===== config.mk =====
export PLATFORM = sky130hd
export DESIGN_NAME = decode_stage
export DESIGN_NICKNAME = d
export VERILOG_FILES = /design/src/rtl/decode_stage.sv
export SDC_FILE = /design/constraint.sdc
export NUM_CORES = 1
export LEC_CHECK = 0
export BUFFER_PORTS_ARGS = -buffer_cell sky130_fd_sc_hd__buf_2
export CORE_UTILIZATION = 50
export CTS_CLUSTER_SIZE = 20
export DETAILED_ROUTE_END_ITERATION = 10
export PLACE_DENSITY_LB_ADDON = 0.15
export SETUP_SLACK_MARGIN = 0.15
export SLEW_MARGIN = 40
export SYNTH_ARGS = -nofsm -noshare
export SYNTH_HDL_FRONTEND = slang
export SYNTH_SLANG_ARGS = --single-unit
export TNS_END_PERCENT = 5

===== constraint.sdc =====
create_clock -name clk -period 2.83 [get_ports clk]
set_input_delay 0 -clock clk [delete_from_list [all_inputs] [get_ports clk]]
set_output_delay 0 -clock clk [all_outputs]
set_load 0.02 [all_outputs]

===== src/rtl/decode_stage.sv =====
// rtl/decode_stage.sv - RV32I instruction-decode pipeline stage
//
// Decodes the fetched instruction, reads its source registers, bypasses a
// same-cycle writeback, builds the immediate and holds one decoded
// instruction for execute behind a valid/ready handshake. A load followed by
// a dependent instruction costs exactly one bubble.
//
// Ports:
//   clk, reset              clock, synchronous active-high reset
//   if_valid_in/if_ready_out/if_instr_in/if_pc_in   fetch handshake and payload
//   rf_addr_a_out/rf_addr_b_out  rs1/rs2 indices to the register file (comb)
//   rf_a_in/rf_b_in         register file read data (comb)
//   wb_write_in/wb_addr_in/wb_data_in  writeback port, bypassed into operands
//   flush_in                drop the held instruction and any transfer
//   ex_ready_in             execute consumes id_* this cycle
//   id_*                    registered decoded instruction for execute
module decode_stage #(
  parameter int XLEN       = 32,
  parameter int REG_ADDR_W = 5
) (
  input  logic                  clk,
  input  logic                  reset,
  input  logic                  if_valid_in,
  input  logic [31:0]           if_instr_in,
  input  logic [XLEN-1:0]       if_pc_in,
  output logic                  if_ready_out,
  output logic [REG_ADDR_W-1:0] rf_addr_a_out,
  output logic [REG_ADDR_W-1:0] rf_addr_b_out,
  input  logic [XLEN-1:0]       rf_a_in,
  input  logic [XLEN-1:0]       rf_b_in,
  input  logic                  wb_write_in,
  input  logic [REG_ADDR_W-1:0] wb_addr_in,
  input  logic [XLEN-1:0]       wb_data_in,
  input  logic                  flush_in,
  input  logic                  ex_ready_in,
  output logic                  id_valid_out,
  output logic [XLEN-1:0]       id_pc_out,
  output logic [6:0]            id_opcode_out,
  output logic [2:0]            id_funct3_out,
  output logic [6:0]            id_funct7_out,
  output logic [REG_ADDR_W-1:0] id_rd_out,
  output logic [XLEN-1:0]       id_rs1_val_out,
  output logic [XLEN-1:0]       id_rs2_val_out,
  output logic [XLEN-1:0]       id_imm_out
);

  localparam logic [6:0] OP_LUI    = 7'b0110111;
  localparam logic [6:0] OP_AUIPC  = 7'b0010111;
  localparam logic [6:0] OP_JAL    = 7'b1101111;
  localparam logic [6:0] OP_JALR   = 7'b1100111;
  localparam logic [6:0] OP_BRANCH = 7'b1100011;
  localparam logic [6:0] OP_LOAD   = 7'b0000011;
  localparam logic [6:0] OP_STORE  = 7'b0100011;
  localparam logic [6:0] OP_IMM    = 7'b0010011;
  localparam logic [6:0] OP_REG    = 7'b0110011;

  logic                  valid_q, valid_d;
  logic [XLEN-1:0]       pc_q, pc_d;
  logic [6:0]            opcode_q, opcode_d;
  logic [2:0]            funct3_q, funct3_d;
  logic [6:0]            funct7_q, funct7_d;
  logic [REG_ADDR_W-1:0] rd_q, rd_d;
  logic [REG_ADDR_W-1:0] rs1_q, rs1_d;
  logic [REG_ADDR_W-1:0] rs2_q, rs2_d;
  logic [XLEN-1:0]       rs1_val_q, rs1_val_d;
  logic [XLEN-1:0]       rs2_val_q, rs2_val_d;
  logic [XLEN-1:0]       imm_q, imm_d;

  logic [6:0]            in_opcode;
  logic [REG_ADDR_W-1:0] in_rd, in_rs1, in_rs2;
  logic                  in_uses_rs1, in_uses_rs2;
  logic [XLEN-1:0]       in_rs1_val, in_rs2_val;
  logic [31:0]           in_imm32;
  logic                  hazard, transfer;

  assign in_opcode = if_instr_in[6:0];
  assign in_rd     = if_instr_in[7 +: REG_ADDR_W];
  assign in_rs1    = if_instr_in[15 +: REG_ADDR_W];
  assign in_rs2    = if_instr_in[20 +: REG_ADDR_W];

  assign rf_addr_a_out = in_rs1;
  assign rf_addr_b_out = in_rs2;

  assign in_uses_rs1 = !(in_opcode inside {OP_LUI, OP_AUIPC, OP_JAL});
  assign in_uses_rs2 = in_opcode inside {OP_REG, OP_STORE, OP_BRANCH};

  // Load result is not available until after execute, so a consumer of the
  // load's rd right behind it must wait one cycle. Flush makes it moot.
  assign hazard = !flush_in && valid_q && (opcode_q == OP_LOAD) && (rd_q != '0) &&
                  if_valid_in &&
                  ((in_uses_rs1 && (in_rs1 == rd_q)) || (in_uses_rs2 && (in_rs2 == rd_q)));

  assign if_ready_out = (!valid_q || ex_ready_in) && !hazard;
  assign transfer     = if_valid_in && if_ready_out;

  // Register file reads the old value in the writeback cycle; bypass it.
  always_comb begin
    if (in_rs1 == '0)                                in_rs1_val = '0;
    else if (wb_write_in && (wb_addr_in == in_rs1))  in_rs1_val = wb_data_in;
    else                                             in_rs1_val = rf_a_in;
  end

  always_comb begin
    if (in_rs2 == '0)                                in_rs2_val = '0;
    else if (wb_write_in && (wb_addr_in == in_rs2))  in_rs2_val = wb_data_in;
    else                                             in_rs2_val = rf_b_in;
  end

  always_comb begin
    in_imm32 = 32'h0;
    case (in_opcode)
      OP_IMM, OP_LOAD, OP_JALR:
        in_imm32 = {{20{if_instr_in[31]}}, if_instr_in[31:20]};
      OP_STORE:
        in_imm32 = {{20{if_instr_in[31]}}, if_instr_in[31:25], if_instr_in[11:7]};
      OP_BRANCH:
        in_imm32 = {{19{if_instr_in[31]}}, if_instr_in[31], if_instr_in[7],
                    if_instr_in[30:25], if_instr_in[11:8], 1'b0};
      OP_LUI, OP_AUIPC:
        in_imm32 = {if_instr_in[31:12], 12'h000};
      OP_JAL:
        in_imm32 = {{11{if_instr_in[31]}}, if_instr_in[31], if_instr_in[19:12],
                    if_instr_in[20], if_instr_in[30:21], 1'b0};
      default: in_imm32 = 32'h0;
    endcase
  end

  always_comb begin
    valid_d   = valid_q;
    pc_d      = pc_q;
    opcode_d  = opcode_q;
    funct3_d  = funct3_q;
    funct7_d  = funct7_q;
    rd_d      = rd_q;
    rs1_d     = rs1_q;
    rs2_d     = rs2_q;
    rs1_val_d = rs1_val_q;
    rs2_val_d = rs2_val_q;
    imm_d     = imm_q;

    // Keep held operands current while execute stalls; harmless when empty.
    if (wb_write_in && (wb_addr_in != '0) && (wb_addr_in == rs1_q)) rs1_val_d = wb_data_in;
    if (wb_write_in && (wb_addr_in != '0) && (wb_addr_in == rs2_q)) rs2_val_d = wb_data_in;

    if (flush_in) begin
      valid_d = 1'b0;
    end else if (transfer) begin
      valid_d   = 1'b1;
      pc_d      = if_pc_in;
      opcode_d  = in_opcode;
      funct3_d  = if_instr_in[14:12];
      funct7_d  = if_instr_in[31:25];
      rd_d      = in_rd;
      rs1_d     = in_rs1;
      rs2_d     = in_rs2;
      rs1_val_d = in_rs1_val;
      rs2_val_d = in_rs2_val;
      imm_d     = XLEN'($signed(in_imm32));
    end else if (ex_ready_in) begin
      // Drained by execute, or a load-use bubble.
      valid_d = 1'b0;
    end
  end

  always_ff @(posedge clk) begin
    if (reset) begin
      valid_q   <= 1'b0;
      pc_q      <= '0;
      opcode_q  <= '0;
      funct3_q  <= '0;
      funct7_q  <= '0;
      rd_q      <= '0;
      rs1_q     <= '0;
      rs2_q     <= '0;
      rs1_val_q <= '0;
      rs2_val_q <= '0;
      imm_q     <= '0;
    end else begin
      valid_q   <= valid_d;
      pc_q      <= pc_d;
      opcode_q  <= opcode_d;
      funct3_q  <= funct3_d;
      funct7_q  <= funct7_d;
      rd_q      <= rd_d;
      rs1_q     <= rs1_d;
      rs2_q     <= rs2_d;
      rs1_val_q <= rs1_val_d;
      rs2_val_q <= rs2_val_d;
      imm_q     <= imm_d;
    end
  end

  assign id_valid_out   = valid_q;
  assign id_pc_out      = pc_q;
  assign id_opcode_out  = opcode_q;
  assign id_funct3_out  = funct3_q;
  assign id_funct7_out  = funct7_q;
  assign id_rd_out      = rd_q;
  assign id_rs1_val_out = rs1_val_q;
  assign id_rs2_val_out = rs2_val_q;
  assign id_imm_out     = imm_q;

endmodule


==> impl_metrics.toml <==
[drt]
ant_nets = 0
drtIter0Drc = 729
drt_wl_total_um = 31700
viasPerCell = 5.98
drcViolationCount = 0
vias = 9400
drt-pass1-iter-count = 4
wl_per_cell_um = 20.2

[cells_and_area]
drive_gt1_share_pct = 34.1
layout_common_cells = "331 x buf_2, 161 x dfxtp_1, 160 x dlygate4sd3_1"
area_delta_synth_final_pct = 46.5
final_nets = 1509
register_area_um2 = 3220
multi_input_area_um2 = 4810
layout_commonest_cell = "buf_2"
stdcell_count = 1572
n_fill_cell = 1215

[sta]
fin_setup_tns_ps = 0
setup_viol = 0
fin_crit_ps = 2590
maxSlewViolCount = 0
rsz0062_at_grt = "false"
tightest_slew_ps = 807
fin_crit_sh_pct = 91.7
fmax_mhz = 385
fin_ws_ps = 235
fin_skew_ps = 8.76
hold_ws_ps = 10.3
slew-limit-headroom_pct = 46.0
hold_violations = 0

[power]
power_leakage_uw = 0.00502
vdd_ir_drop_max_v = 0.000445
p_per_area_nw_per_um2 = 497

[synth]
syn-cell-area_um2 = 8590
async_reset_ff_share_pct = 0
synth_flop_cell = "dfxtp_1"
yosys-top-cells-area = "dfxtp_1 38%, mux2_2 8.4%, mux2i_1 7.6%"
postSynthAreaPerCell_um2 = 9.28
synth_top_area_cell = "dfxtp_1"
syn-num-nets = 1097
synth_top_area_share_pct = 37.5
synth.distinct_cells = 43
synth_edf_count = 0
syn-instance-count = 926
yosysWarnings = 0
synth-seq-area-share_pct = 37.5
ys_seq_elements = 161

[place]
dpl_worst_slack_ps = 257
dp_hpwl_um = 17600
portBuffers = 332
place.gp.congestion = 0.861
dp.cells = 1376

[floorplanning]
pin_count = 333
die_w_um = 133
dieHeight_um = 133
die_area_um2 = 17700
rows = 47
initial_core_util_pct = 51.4
core_um2 = 16700

[clocking]
htreeDepth = 4
cts.path.max_buffers = 2
clock_latency_ps = 430
cts.sinks = 161
cts_tree = "yes"
cts_buffers = 17
cts_root_buf = "clkbuf_16"
clkSlewWorstSetupHoldPaths_ps = 60

[grt]
grt_util_all_layers_pct = 35.0
grt_pass1_vias = 9245
grt_overflow = 0
grt_max_degree = 152
antenna_found_initial = 1
grt_pass1_wl_um = 49200

[worst_setup_path]
worstSetupPathType = "reg2reg"
cp_top_family = "simple AND/OR/NAND/NOR gates"
path_buf_inv = 2
critical_path.cell_chain = "nor4b_1 -> nand3_1 -> nor4_2 -> a211oi_4 -> buf_12 -> and2_4 -> buf_12 -> o31ai_1"
start_kind = "register"
timing.critical_path.mode_cell = "buf_12"
end_kind = "register"
max_stage_delay_ps = 430
slowest_stage = "dfxtp_1"
crit_required_ps = 3140
crit_fanout = 77
cp.arrival_ps = 2900

[job]
drv_cap = 0

[worst_hold_path]
hold_path.class = "in2reg"

[run_status]
status = "finished, final reports clean"
==> registers in the layout, summed over array words and instances, names as in the netlist <==
| signal | count |
|---|---|
| id_imm_out | 32 |
| id_pc_out | 32 |
| id_rs1_val_out | 32 |
| id_rs2_val_out | 32 |
| id_funct7_out | 7 |
| id_opcode_out | 7 |
| id_rd_out | 5 |
| rs1_q | 5 |
| rs2_q | 5 |
| id_funct3_out | 3 |
| id_valid_out | 1 |
==> cells in the mapped netlist (2+ instances only) <==
cell      number
a211oi_1      14
a21oi_1       21
a221oi_1      19
a22oi_1        4
and3_1         3
buf_1          3
buf_2         27
buf_4         12
buf_6          2
clkbuf_1      77
dfxtp_1      161
inv_1         14
mux2_2        64
mux2i_1       65
nand2_1       14
nand2b_1      76
nand3_1        4
nand4_1       76
nand4b_1      66
nor2_1        11
nor2b_1        2
nor3_1         3
nor4_1         3
nor4_2         3
o21ai_0       72
o31ai_1       64
o32ai_1        2
or4_1          2
xnor2_1       17
xor2_1        12
==> repair_timing <==
item | CTS | global route
buffers inserted | 0 | 2
hold endpoints to repair | 150 | 0
setup endpoints to repair | 1 | 136
pin swaps | 1 | 1
hold buffers | 160 | 0
resized for setup | 0 | 2
gates cloned | 1 | 0
==> metrics by stage <==
| stage | total power [µW] | instance area, µm² | util, % |
|---|---|---|---|
| after floorplan | 3100 | 8590 | - |
| after global placement | 3480 | 10300 | 61.4 |
| after detailed placement | 3490 | 10300 | 61.4 |
| after CTS | 6230 | 12500 | 75.1 |
| after global routing | 6460 | 12600 | 75.4 |
| final | 6260 | 12600 | 75.4 |
==> final cells by class <==
| cell class | instances | share of cell area [%] |
|---|---|---|
| antenna | 1 | 0.0199 |
| clock buffer | 20 | 3.63 |
| clock inverter | 12 | 1.63 |
| inverter | 14 | 0.418 |
| multi-input combinational | 630 | 38.2 |
| sequential | 161 | 25.6 |
| tap | 220 | 2.19 |
| timing repair buffer | 514 | 28.3 |
==> worst reg2reg max path, cell delays in order (launching register included) <==
cell and delay, ps:
dfxtp_1 430, nor4b_1 370, nand3_1 210, nor4_2 410
a211oi_4 90, buf_12 160, and2_4 170, buf_12 190
o31ai_1 440
==> logic make-up after synthesis <==
| kind of cell | share of synthesized area [%] |
|---|---|
| flip-flops | 37.5 |
| XOR/XNOR | 2.96 |
| AO/OA/AOI/OAI | 15.4 |
| AND/OR/NAND/NOR | 21.2 |
| buffers and inverters | 6.99 |
| multiplexers | 16.0 |
==> layer usage <==
layer / up-vias / global-route usage [%] / part of all wire (%)
met4: 0 / 18.8 / 4.6
li1: 4287 / - / -
met1: 4448 / 41.1 / 39
met5: - / 0 / 0
met3: 127 / 9.31 / 8.7
met2: 538 / 58.1 / 48
==> power by group <==
part           switching (µW)  internal (µW)  leakage, µW
logic                     663            540      0.00338
clock network             975           1620     0.000317
registers                71.9           2390      0.00132
==> path summary, 6_finish.rpt <==
path | start | endpoint | slack [ps] | cells past startpoint
hold / removal | rf_b_in[27] | id_rs2_val_out[27] | 10 | 4
hold reg to reg | id_imm_out[23] | id_imm_out[23] | 470 | 2
setup reg to reg | id_valid_out | id_rs2_val_out[6] | 240 | 8
setup / recovery | id_valid_out | id_rs2_val_out[6] | 240 | 8
(Power assumes the default switching activity.)
